### config.mk
export PLATFORM = sky130hd
export DESIGN_NAME = ama_riscv_spec_queue
export DESIGN_NICKNAME = d
export VERILOG_FILES = /design/src/rtl/ama_riscv_spec_queue.sv
export SDC_FILE = /design/constraint.sdc
export NUM_CORES = 1
export LEC_CHECK = 0
export CORE_UTILIZATION = 45
export CTS_CLUSTER_DIAMETER = 30
export DETAILED_ROUTE_END_ITERATION = 10
export PLACE_DENSITY = 0.82
export SYNTH_ARGS = -nofsm -noshare
export SYNTH_HDL_FRONTEND = slang
export SYNTH_SLANG_ARGS = --single-unit
### constraint.sdc
create_clock -name clk -period 8.05 [get_ports clk]
set_clock_uncertainty 0.1 [all_clocks]
set_input_delay 0.805 -clock clk [delete_from_list [all_inputs] [get_ports clk]]
set_output_delay 0.805 -clock clk [all_outputs]
set_load 0.005 [all_outputs]
### src/rtl/ama_riscv_spec_queue.sv
// In-order speculation queue tracking predicted branches from decode to execute.
// Optional hit/miss/flush statistics are enabled with `define AMA_RISCV_SPEC_STATS_EN.
module ama_riscv_spec_queue #(
  parameter int DEPTH = 4,
  parameter int PC_W  = 32
) (
  input  logic                         clk,
  input  logic                         rst,
  input  logic                         enq_valid,
  input  logic [PC_W-1:0]              enq_pc,
  input  logic                         enq_pred,
  output logic                         enq_ready,
  input  logic                         res_valid,
  input  logic [PC_W-1:0]              res_pc,
  input  logic                         res_outcome,
  output logic                         hit,
  output logic                         wrong,
  output logic [PC_W-1:0]              cp_pc,
  output logic                         cp_taken,
  output logic                         spec_active,
  output logic [$clog2(DEPTH+1)-1:0]   count,
  output logic                         proto_err
`ifdef AMA_RISCV_SPEC_STATS_EN
  ,
  output logic [31:0]                  stat_hit,
  output logic [31:0]                  stat_miss,
  output logic [31:0]                  stat_flushed
`endif
);

  localparam int CNT_W = $clog2(DEPTH + 1);
  localparam int PTR_W = (DEPTH > 1) ? $clog2(DEPTH) : 1;

  if (DEPTH < 2 || (DEPTH & (DEPTH - 1)) != 0) begin : g_bad_depth
    $error("ama_riscv_spec_queue: DEPTH must be a power of 2 and >= 2");
  end

  typedef enum logic [1:0] {IDLE, SPEC, FLUSH} state_t;

  state_t            state_q;
  logic [CNT_W-1:0]  count_q, count_d;
  logic [PTR_W-1:0]  rd_q, wr_q;
  logic              proto_err_q;
  logic [PC_W-1:0]   pc_mem   [DEPTH];
  logic              pred_mem [DEPTH];

  logic head_valid, resolve, enq_fire;

  always_comb begin
    // NOTE: every always_comb output gets a default first so no path leaves it unassigned (no latch).
    head_valid  = (count_q != '0);
    cp_pc       = head_valid ? pc_mem[rd_q] : '0;
    resolve     = res_valid && head_valid && (res_pc == cp_pc);
    hit         = resolve && (res_outcome == pred_mem[rd_q]);
    wrong       = resolve && !hit;
    cp_taken    = resolve && res_outcome;
    enq_ready   = (count_q != CNT_W'(DEPTH)) && (state_q != FLUSH);
    enq_fire    = enq_valid && enq_ready;
    count_d     = count_q;
    if (enq_fire && !hit) count_d = count_q + CNT_W'(1);
    if (hit && !enq_fire) count_d = count_q - CNT_W'(1);
  end

  assign spec_active = head_valid;
  assign count       = count_q;
  assign proto_err   = proto_err_q;

  // NOTE: storage is deliberately not reset; count/pointers alone define which entries are live.
  always_ff @(posedge clk) begin
    if (enq_fire && !wrong) begin
      pc_mem[wr_q]   <= enq_pc;
      pred_mem[wr_q] <= enq_pred;
    end
  end

  // NOTE: sequential state uses non-blocking assignments so all registers update from pre-edge values.
  always_ff @(posedge clk) begin
    if (rst) begin
      state_q     <= IDLE;
      count_q     <= '0;
      rd_q        <= '0;
      wr_q        <= '0;
      proto_err_q <= 1'b0;
    end else begin
      if (res_valid && head_valid && !resolve) proto_err_q <= 1'b1;
      if (wrong) begin
        // Mispredict discards the head and everything younger, including a same-cycle enqueue.
        count_q <= '0;
        rd_q    <= '0;
        wr_q    <= '0;
        state_q <= FLUSH;
      end else begin
        count_q <= count_d;
        if (enq_fire) wr_q <= wr_q + PTR_W'(1);
        if (hit)      rd_q <= rd_q + PTR_W'(1);
        case (state_q)
          IDLE:    if (enq_fire) state_q <= SPEC;
          SPEC:    if (count_d == '0) state_q <= IDLE;
          FLUSH:   state_q <= IDLE;
          default: state_q <= IDLE;
        endcase
      end
    end
  end

`ifdef AMA_RISCV_SPEC_STATS_EN
  logic [31:0] stat_hit_q, stat_miss_q, stat_flushed_q;
  logic [32:0] flushed_sum;

  assign flushed_sum = {1'b0, stat_flushed_q} + 33'(count_q - CNT_W'(1));

  always_ff @(posedge clk) begin
    if (rst) begin
      stat_hit_q     <= '0;
      stat_miss_q    <= '0;
      stat_flushed_q <= '0;
    end else begin
      if (hit && stat_hit_q != '1) stat_hit_q <= stat_hit_q + 32'd1;
      if (wrong) begin
        if (stat_miss_q != '1) stat_miss_q <= stat_miss_q + 32'd1;
        stat_flushed_q <= flushed_sum[32] ? '1 : flushed_sum[31:0];
      end
    end
  end

  assign stat_hit     = stat_hit_q;
  assign stat_miss    = stat_miss_q;
  assign stat_flushed = stat_flushed_q;
`endif

endmodule

Word-level counts from Yosys, hierarchy flattened --
Memory sizes are Yosys's and may differ from the RTL's. A register that Yosys moved wholly into a read port is not among the register bits. Index checks and enable logic that the tools add are counted.
Word-level totals: output and inout port bits 41, flip-flop bits (word level) 10, input port bits 70, memory bits (writable) 132, word-level logic and storage cells 55, memories kept 2
Memory list:
- pc_mem | depth 4, width 32, read ports 1, clocked after Yosys merged registers in 1, write ports 1, line 44 | logic [PC_W-1:0] pc_mem [DEPTH];
- pred_mem | depth 4, width 1, read ports 1, clocked after Yosys merged registers in 1, write ports 1, line 45 | logic pred_mem [DEPTH];
Cells by class: multiplexer cells 13, reduce and logical (&&, ||, !) cells 21, eq/ne operators 9, add/subtract/negate cells 4
Operators with widths (number):
- 32-bit equality test | 1
- 32-bit two-way mux | 1
- 2-bit two-way mux | 7
- 1-bit logical AND | 11
- 3-bit inequality test, second input constant | 3
- 3-bit two-way mux | 2
- 2-bit inequality test, second input constant | 3
- 2-bit by 1-bit adder with 2-bit output, second input constant | 2
- 1-bit logical NOT | 4
- 2-bit one-hot mux with 2 select lines | 1
- 2-bit AND reduction | 2
- 3-bit by 1-bit adder with 3-bit output, second input constant | 1
- 3-bit logical NOT | 1
- 3-bit nonzero test | 1
- 3-bit by 1-bit subtractor with 3-bit output, second input constant | 1
- 2-bit by 1-bit equality test with 1-bit output, second input constant | 1
- 2-bit logical NOT | 1
- 1-bit two-way mux | 2
- 2-bit OR reduction | 1
- 1-bit equality test | 1

Logic depth before layout (Yosys ltp) --
depth in word-level cells 13, gate-level depth with buffers 15, depth with buffers taken out 12

Worst setup path before layout --
OpenSTA, ideal clock, no wires.
kind flip-flop to flip-flop, from reg count_q[0] (netlist: count[0]), to mem pc_mem[0][0], enable pin, required time 7557 ps, path slack 4448 ps, path buffers 2, stages on the path, launching flop included 15, arrival time 3109 ps, setup time 393 ps, period minus slack after synthesis 3602 ps, cell sequence dfxtp_1 > inv_1 > ha_1 > nor2b_1 > inv_1 > clkbuf_1 > clkbuf_1 > o21ai_0 > nand2_1 > a22oi_2 > nand4_2 > nor3_1 > nor3b_2 > nor2_1 > and2_1
On the way: longest elaborated chain between the ends 11, elaborated cells between the ends (all ways) 15, classes of those cells eq/ne (2); mux (3); reduce/logical (10)
Ends and longest elaborated chain:
- from (decl) | line 41 | logic [CNT_W-1:0] count_q, count_d;
- from (signal assigned) | line 93 | count_q <= count_d;
- 3-bit nonzero test (*) | line 51 | head_valid = (count_q != '0);
- via spec_active | line 20 | output logic spec_active,
- 32-bit two-way mux | line 52 | cp_pc = head_valid ? pc_mem[rd_q] : '0;
- 32-bit equality test | line 53 | resolve = res_valid && head_valid && (res_pc == cp_pc);
- 1-bit logical AND (*) | line 53
- 1-bit logical AND | line 54 | hit = resolve && (res_outcome == pred_mem[rd_q]);
- 1-bit logical NOT | line 55 | wrong = resolve && !hit;
- 1-bit logical AND (*) | line 55
- via wrong | line 17 | output logic wrong,
- 1-bit logical NOT (*) | line 70 | if (enq_fire && !wrong) begin
- 1-bit logical AND (*) | line 70
- 1-bit two-way mux (*) | line 70
- 1-bit two-way mux (implied by the code) (*) | line 71 | pc_mem[wr_q] <= enq_pc;
- to (decl) | line 44
Mark *: on every way through the listed nets, which the timed path passes. The rest lies on a longest branch.

Worst setup path in the final report --
from reg count_q[0] (netlist: count[0]), to out wrong
On the way: longest elaborated chain between the ends 7, elaborated cells between the ends (all ways) 8, classes of those cells eq/ne (1); mux (1); reduce/logical (6)
Ends and longest elaborated chain (line):
- 3-bit nonzero test (*) | 51
- 32-bit two-way mux | 52
- 32-bit equality test | 53
- 1-bit logical AND (*) | 53
- 1-bit logical AND | 54
- 1-bit logical NOT | 55
- 1-bit logical AND (*) | 55
- to (decl) | 17
Every way passes the cells marked *; elsewhere a longest branch is shown, timed or not.

==> reports/results.ini <==
[run_status]
status=completed

[clock_tree]
clock_path_buffers=2
clkTransAtPathRegs_ns=0.06
cts.sinks=144
postCtsSetupRepairBufs=0
hold_buffers=0
clock_latency_ns=0.42
clk_root_buffer_cell=clkbuf_16
post_cts_resize_count=0
cts_tree=done
htreeDepth=4
cts_made_buffers=17

[placed_design]
io_buffers=110
dp.cells=684
post-dp-hpwl_um=9380
place_area_um2=7710
gp_congestion=0.807
dpl_worst_slack_ns=3.28

[timing]
layout_min_cycle_time_ns=5.24
tns_ns=0
period_share_pct=65.1
fin_ws_ns=2.81
final-hold-violation-count=0
fmax_ghz=0.191
slew_viol_final=0
rsz0062_at_grt=false
slew_headroom_pct=37.0
setup_viol=0
worst_pin_slew_ns=0.945

[global_route]
use_met3_pct=6.13
antenna_found_initial=0
grt_use_met2_pct=35.8
grt_max_degree=34
grt_pass1_wl_um=21900
grt.total_usage_pct=20.4
grt_pass1_vias=4246
use_met1_pct=23.0
grt.busiest_layer=met2
overflow=0

[synthesis]
synth_area_per_cell_um2=15.9
yosys.area.top_type_share_pct=61.3
synth_seq_cells=144
ys_warn_count=0
ys_seq_area_share_pct=65.0
netlist_area_um2=6470
yosys-top-cells-area=edfxtp_1 61%, mux4_2 10%, dfxtp_1 3.7%
syn_nets=484
synth_top_area_cell=edfxtp_1
synthCells=407
ys_types=45

[die]
initial_core_util_pct=46.4
die_w_um=122
die_h_um=122
die_area_um2=14900
core_um2=13900
row_count=43
io-pin-count=111

[worst_setup_path]
crit_path_frequent_cell=inv_1
cp_slowest_cell=clkdlybuf4s50_1
reg2reg_depth=13
cp-startpoint=count[0]$_SDFF_PP0_
r2r-end=pc_mem[2][9]$_DFFE_PP_
critPathMaxStageDelay_ns=0.56
r2r-start=count[0]$_SDFF_PP0_
reg2reg_slack_ns=3.56
crit_arrival_ns=4.33
crit_path_end_kind=primary output
critical_path_class=register to primary output
startpoint_type=register
endpoint=wrong
required_ns=7.14
crit_fanout=30
worstPathCellList=inv_1, ha_1, nor2b_1, inv_1, buf_4, and2_1, nand3_1, a32oi_1, nand4_2, nor3_1, nor3b_2, clkdlybuf4s50_1

[pwr]
clockPowerShare_pct=38.7
power_frac_comb_pct=15.3
leakage_uw=0.00268
ir_drop_v=0.000132
netSwitchingFraction_pct=23.2
p_switching_uw=439
powerDensity_nw_per_um2=229
seqPwrFrac_pct=46.0
p_int_uw=1450

[final_layout]
multi_input_area_um2=2120
layout.cells.most_common=edfxtp_1
fin_area_um2=8260
final_cell_mix=132 x edfxtp_1, 110 x clkdlybuf4s50_1, 32 x and2_1
drive_gt1_share_pct=14.2
diodes=0
fill_cells=1019
register_area_um2=4210
instances_no_fill=716
syn2layout_area_growth_pct=27.7
nNetsFinal=600

[route]
drt_wl_total_um=14100
via_per_inst=5.47
ant_nets=0
firstDrtPassIters=5
drc=0
wl_per_cell_um=19.7
drt_iter0_markers=177
vias=3915

[flow_run]
drv_cap=0

[hold_path]
hold_class=register to register

cell families after synthesis:
| kind of cell | Yosys count | synth area share [%] |
|---|---|---|
| adders and majority gates | 8 | 1.51 |
| muxes | 36 | 12.2 |
| buffers and inverters | 27 | 2.38 |
| DFF | 144 | 65.0 |
| and+or+nand+nor | 121 | 10.7 |
| xor gates and xnor gates | 23 | 3.46 |
| AOI/OAI and AO/OA | 48 | 4.78 |
critical path: cells and delay by family (launching register included):
family,cells,cell delay [ns]
flops,1,0.42
fa+ha+maj,1,0.24
simple gates,6,1.36
compound gates,1,0.28
buf+inv,4,1.61
layer usage:
| layer | share of wire, % | wire [um] | vias to the layer above |
|---|---|---|---|
| li1 | - | - | 1815 |
| met1 | 40 | 5680 | 1966 |
| met2 | 53 | 7420 | 113 |
| met3 | 5.0 | 702 | 21 |
| met4 | 2.0 | 282 | 0 |
| met5 | 0 | 0 | - |
how the worst min path moves through the flow:
stage | slack [ns] | from | cells after the start | end
2_1_floorplan | 0.36 | proto_err$_SDFFE_PP0P_ | 2 | proto_err$_SDFFE_PP0P_
3_3_place_gp | 0.36 | proto_err$_SDFFE_PP0P_ | 2 | proto_err$_SDFFE_PP0P_
3_5_place_dp | 0.40 | wr_q[1]$_SDFFE_PP0P_ | 2 | wr_q[1]$_SDFFE_PP0P_
4_1_cts | 0.40 | wr_q[1]$_SDFFE_PP0P_ | 2 | wr_q[1]$_SDFFE_PP0P_
5_1_grt | 0.43 | proto_err$_SDFFE_PP0P_ | 2 | proto_err$_SDFFE_PP0P_
6_report | 0.41 | wr_q[1]$_SDFFE_PP0P_ | 2 | wr_q[1]$_SDFFE_PP0P_
cell type report:
type	instances	area share [%]
clock buffer	18	5.19
clock inverter	14	1.48
inverter	12	0.545
multi-input combinational	236	25.6
sequential	144	50.9
tap	180	2.73
timing repair buffer	112	13.5
synthesized netlist by cell type (all sizes together):
cell	instances
and3	1
ha	7
dfxtp	12
mux2i	3
inv	12
o21ai	23
a21oi	4
or4	1
nand3	10
nand2b	2
nand4	2
nor2b	4
and4	1
xor2	1
nor3	4
edfxtp	132
nor3b	7
o22ai	1
nor4	2
or2	1
a22oi	10
clkbuf	5
nand4b	2
nand2	17
nor2	28
a32oi	8
a31oi	2
buf	10
maj3	1
xnor2	22
and2	37
nor4b	2
mux4	33
state kept, by name, indices dropped and copies added (netlist names), named ones only:
name	flops
state_q	2
wr_q	2
pred_mem	4
rd_q	2
pc_mem	128
count	3
proto_err	1
power groups by stage:
stage	Clock (uW)	Sequential, uW	Combinational (uW)
3_5_place_dp	0	886	289
2_1_floorplan	0	882	140
5_1_grt	776	873	315
4_1_cts	740	870	292
3_3_place_gp	0	882	279
6_report	732	870	290
through the flow:
step / power, uW / util, % / hold WS [ns]
after detailed placement: 1170 / 55.3 / 0.395
after floorplan: 1020 / - / 0.363
after global placement: 1160 / 55.3 / 0.362
after CTS: 1900 / 59.3 / 0.405
after global routing: 1960 / 59.3 / 0.428
final: 1890 / 59.3 / 0.406
Power figures use the tool's default switching activity.
